===== src/rtl/full_adder_nbit_pkg.sv =====
// Shared constants for the ripple-carry adder family.
// Other blocks import this package to pick up the default adder width.
package full_adder_nbit_pkg;

    localparam int ADDER_DEFAULT_W = 16;

endpackage : full_adder_nbit_pkg


===== src/rtl/full_adder_1b.sv =====
// Single-bit full adder: the leaf cell of the ripple chain.
module full_adder_1b (
    input  logic a,
    input  logic b,
    input  logic cin,
    output logic s,
    output logic cout
);

    logic half_sum;

    assign half_sum = a ^ b;
    assign s        = half_sum ^ cin;
    // Generate on a&b, otherwise propagate the incoming carry when exactly one input is set.
    assign cout     = (a & b) | (cin & half_sum);

endmodule : full_adder_1b


===== src/rtl/full_adder_nbit.sv =====
// N-bit unsigned ripple-carry adder with a combinational result and a
// one-cycle registered copy for pipelined consumers.
module full_adder_nbit
    import full_adder_nbit_pkg::*;
#(
    parameter int N_W = ADDER_DEFAULT_W
) (
    input  logic           clk,
    input  logic           rst_n,
    input  logic [N_W-1:0] a,
    input  logic [N_W-1:0] b,
    output logic [N_W-1:0] sum,
    output logic           carry,
    output logic [N_W-1:0] sum_q,
    output logic           carry_q
);

    // c[i] is the carry into stage i; c[N_W] is the carry-out.
    logic [N_W:0] c;

    assign c[0] = 1'b0;

    generate
        for (genvar gi = 0; gi < N_W; gi++) begin : g_stage
            full_adder_1b u_fa (
                .a    (a[gi]),
                .b    (b[gi]),
                .cin  (c[gi]),
                .s    (sum[gi]),
                .cout (c[gi+1])
            );
        end
    endgenerate

    assign carry = c[N_W];

    // Reset only clears the registered copy; the combinational path ignores it.
    always_ff @(posedge clk or negedge rst_n) begin
        if (!rst_n) begin
            sum_q   <= '0;
            carry_q <= 1'b0;
        end else begin
            sum_q   <= sum;
            carry_q <= carry;
        end
    end

endmodule : full_adder_nbit


===== config.mk =====
export PLATFORM = sky130hd
export DESIGN_NAME = full_adder_nbit
export DESIGN_NICKNAME = d
export VERILOG_FILES = /design/src/rtl/full_adder_nbit_pkg.sv /design/src/rtl/full_adder_1b.sv /design/src/rtl/full_adder_nbit.sv
export SDC_FILE = /design/constraint.sdc
export NUM_CORES = 1
export LEC_CHECK = 0
export ABC_AREA = 1
export BUFFER_PORTS_ARGS = -buffer_cell sky130_fd_sc_hd__buf_2
export CAP_MARGIN = 20
export CORE_MARGIN = 2
export CORE_UTILIZATION = 35
export CTS_CLUSTER_SIZE = 30
export DETAILED_ROUTE_END_ITERATION = 16
export GPL_ROUTABILITY_DRIVEN = 0
export PLACE_DENSITY = 0.74
export SLEW_MARGIN = 30
export SYNTH_ARGS = -nofsm -noshare
export SYNTH_HDL_FRONTEND = slang
export SYNTH_SLANG_ARGS = --single-unit

===== constraint.sdc =====
create_clock -name clk -period 8.25 [get_ports clk]
set_input_delay 1.2375 -clock clk [delete_from_list [all_inputs] [get_ports clk]]
set_output_delay 1.2375 -clock clk [all_outputs]
set_load 0.01 [all_outputs]

==> impl_metrics.env <==
export IMPL_drt_iter0_markers=1
export IMPL_synth_top_area_share=0.475
export IMPL_antenna_found_initial=0
export IMPL_period_needed_ns=8.21
export IMPL_io_buffers=67
export IMPL_hold_class="primary input to async pin"
export IMPL_cp_slowest_cell="fa_1"
export IMPL_synth_common_cells="17 x dfrtp_1, 16 x buf_4, 15 x fa_1, 10 x inv_1, 1 x ha_1"
export IMPL_crit_cells=22
export IMPL_rsz0062_at_grt="true"
export IMPL_num_rows=18
export IMPL_critical_path_required_ns=7.01
export IMPL_cts_buffer_depth=2
export IMPL_grt_ovfl_total=0
export IMPL_instances_no_fill=144
export IMPL_track_usage=0.117
export IMPL_syn_inst=59
export IMPL_outcome="complete, no violations"
export IMPL_cp_max_fo=2
export IMPL_post_route_drc_count=0
export IMPL_die_x_um=54.6
export IMPL_maxSlewHeadroom=0.750
export IMPL_cpPeakStageDelay_ns=0.40
export IMPL_areaGrowthSynthToFinish_pct=35.1
export IMPL_yosys_top_cells_area="dfrtp_1 47%, fa_1 34%, buf_4 13%"
export IMPL_grt_pass1_wl_um=2360
export IMPL_max_clock_freq_mhz=122
export IMPL_grt_max_degree=18
export IMPL_cts_hold_buf=0
export IMPL_grt_pass1_vias=580
export IMPL_clock_sinks=17
export IMPL_cts_clk_slew_worst_paths_ns=0.09
export IMPL_place_area_mm2=0.00116
export IMPL_yosysWarningCount=0
export IMPL_diodes=0
export IMPL_syn_nets=109
export IMPL_syn_area_per_cell_um2=15.2
export IMPL_core_area_mm2=0.00245
export IMPL_htree_levels=1
export IMPL_dieArea_mm2=0.00298
export IMPL_vias=599
export IMPL_ant_nets=0
export IMPL_peakVddDrop_uv=94.5
export IMPL_cp_end_kind="output port"
export IMPL_yosysTopAreaCell="dfrtp_1"
export IMPL_crit_start="a[0]"
export IMPL_wirelength_um=1630
export IMPL_nNetsFinal=165
export IMPL_firstDrtPassIters=3
export IMPL_drive_above_1_share=0.754
export IMPL_setup_tns_ns=0
export IMPL_cts_tree="done"
export IMPL_avgRoutedWirePerCell_um=11.3
export IMPL_synth_flop_cell="dfrtp_1"
export IMPL_clock_root_buffer="clkbuf_4"
export IMPL_cp_endpoint="sum[15]"
export IMPL_cts_buffers=3
export IMPL_total_power_w=0.000229
export IMPL_ys_ff_latch=17
export IMPL_design_area_mm2=0.00121
export IMPL_synth_area_um2=896
export IMPL_worst_path_buf_inv=6
export IMPL_io_pins=68
export IMPL_setup_viol=0
export IMPL_hold_viol=0
export IMPL_maxSlewViolCount=0
export IMPL_crit_type="primary input to output port"
export IMPL_cp_start_kind="primary input"
export IMPL_synth_most_common_cell="dfrtp_1"
export IMPL_worstMarginPinSlew_ns=0.375
export IMPL_power_leakage_nw=0.634
export IMPL_initial_core_util=0.365
export IMPL_fillers=230
export IMPL_arrival_ns=6.98
export IMPL_vias_per_cell=4.16
export IMPL_crit_chain="buf_2, ha_2, fa_2, fa_2, fa_2, fa_2, fa_2, fa_2, fa_2, fa_2, inv_2, fa_1, inv_1, fa_2, fa_2, fa_2, fa_2, fa_2, inv_2, fa_1, inv_1, buf_2"
export IMPL_ys_types=5
export IMPL_fin_crit_sh=0.996
export IMPL_dp_hpwl_um=1460
export IMPL_synth_edf_count=0
export IMPL_maxCapViolCount=0
export IMPL_holdWs_ns=0.854
export IMPL_p_per_area_mw_per_mm2=190
export IMPL_async_flop_share=1.00
export IMPL_yosysSeqAreaShare=0.475
export IMPL_place_inst=140
export IMPL_dieHeight_um=54.6
export IMPL_cp_common_cell="fa_2"
export IMPL_crit_family="adder cells"
[cell type report]
cell class / instances / area, um2 / share of cell area
sequential: 17 / 425 / 0.352
multi-input combinational: 16 / 348 / 0.287
timing repair buffer: 67 / 335 / 0.277
inverter: 10 / 37.5 / 0.0310
tap: 30 / 37.5 / 0.0310
clock buffer: 4 / 26.3 / 0.0217
[stage by stage]
step	setup slack, ns	util
floorplan	0.0248	-
CTS	0.0117	0.493
detailed placement	-0.366	0.473
finish	0.0360	0.493
global placement	-0.267	0.473
global route	-0.180	0.493
[worst min-delay path by stage]
| stage | start | endpoint | slack [ns] |
|---|---|---|---|
| after floorplan | rst_n | carry_q$_DFF_PN0_ | 0.94 |
| after global placement | rst_n | sum_q[3]$_DFF_PN0_ | 1.18 |
| after detailed placement | rst_n | sum_q[2]$_DFF_PN0_ | 1.18 |
| after CTS | rst_n | sum_q[2]$_DFF_PN0_ | 0.86 |
| after global routing | rst_n | sum_q[2]$_DFF_PN0_ | 0.87 |
| final | rst_n | sum_q[4]$_DFF_PN0_ | 0.85 |
[per-layer routing]
layer  share of wire  vias up  global-route usage
li1                -      265                   -
met1            0.30      295               0.121
met2            0.57       37               0.210
met3            0.12        2              0.0355
met4          0.0080        0              0.0625
met5               0        -                   0
[registers in the layout, indices dropped and copies added (netlist names)]
signal and count:
carry_q 1, sum_q 16
[power breakdown]
part / internal (W) / switching (W)
clock network: 0.0000188 / 0.0000245
logic: 0.0000390 / 0.0000458
registers: 0.0000983 / 0.00000308
[repair_timing]
item                       CTS  global route
resized for setup           11             0
pin swaps                    1             0
gates cloned                 0             0
setup endpoints to repair    2             1
setup buffers                0             0
[placed cells by master, fill, tap and decap left out, drive strengths merged]
| cell | instances |
|---|---|
| dfrtp | 17 |
| fa | 15 |
| clkbuf | 4 |
| inv | 10 |
| buf | 67 |
| ha | 1 |
[logic make-up (layout without fill, tap and decap cells)]
logic type | after synthesis | after routing | share of synthesized area
flops | 17 | 17 | 0.475
fa+ha+maj | 16 | 16 | 0.349
buf+inv | 26 | 81 | 0.176
Note: power is estimated with default switching activity, not from simulation.
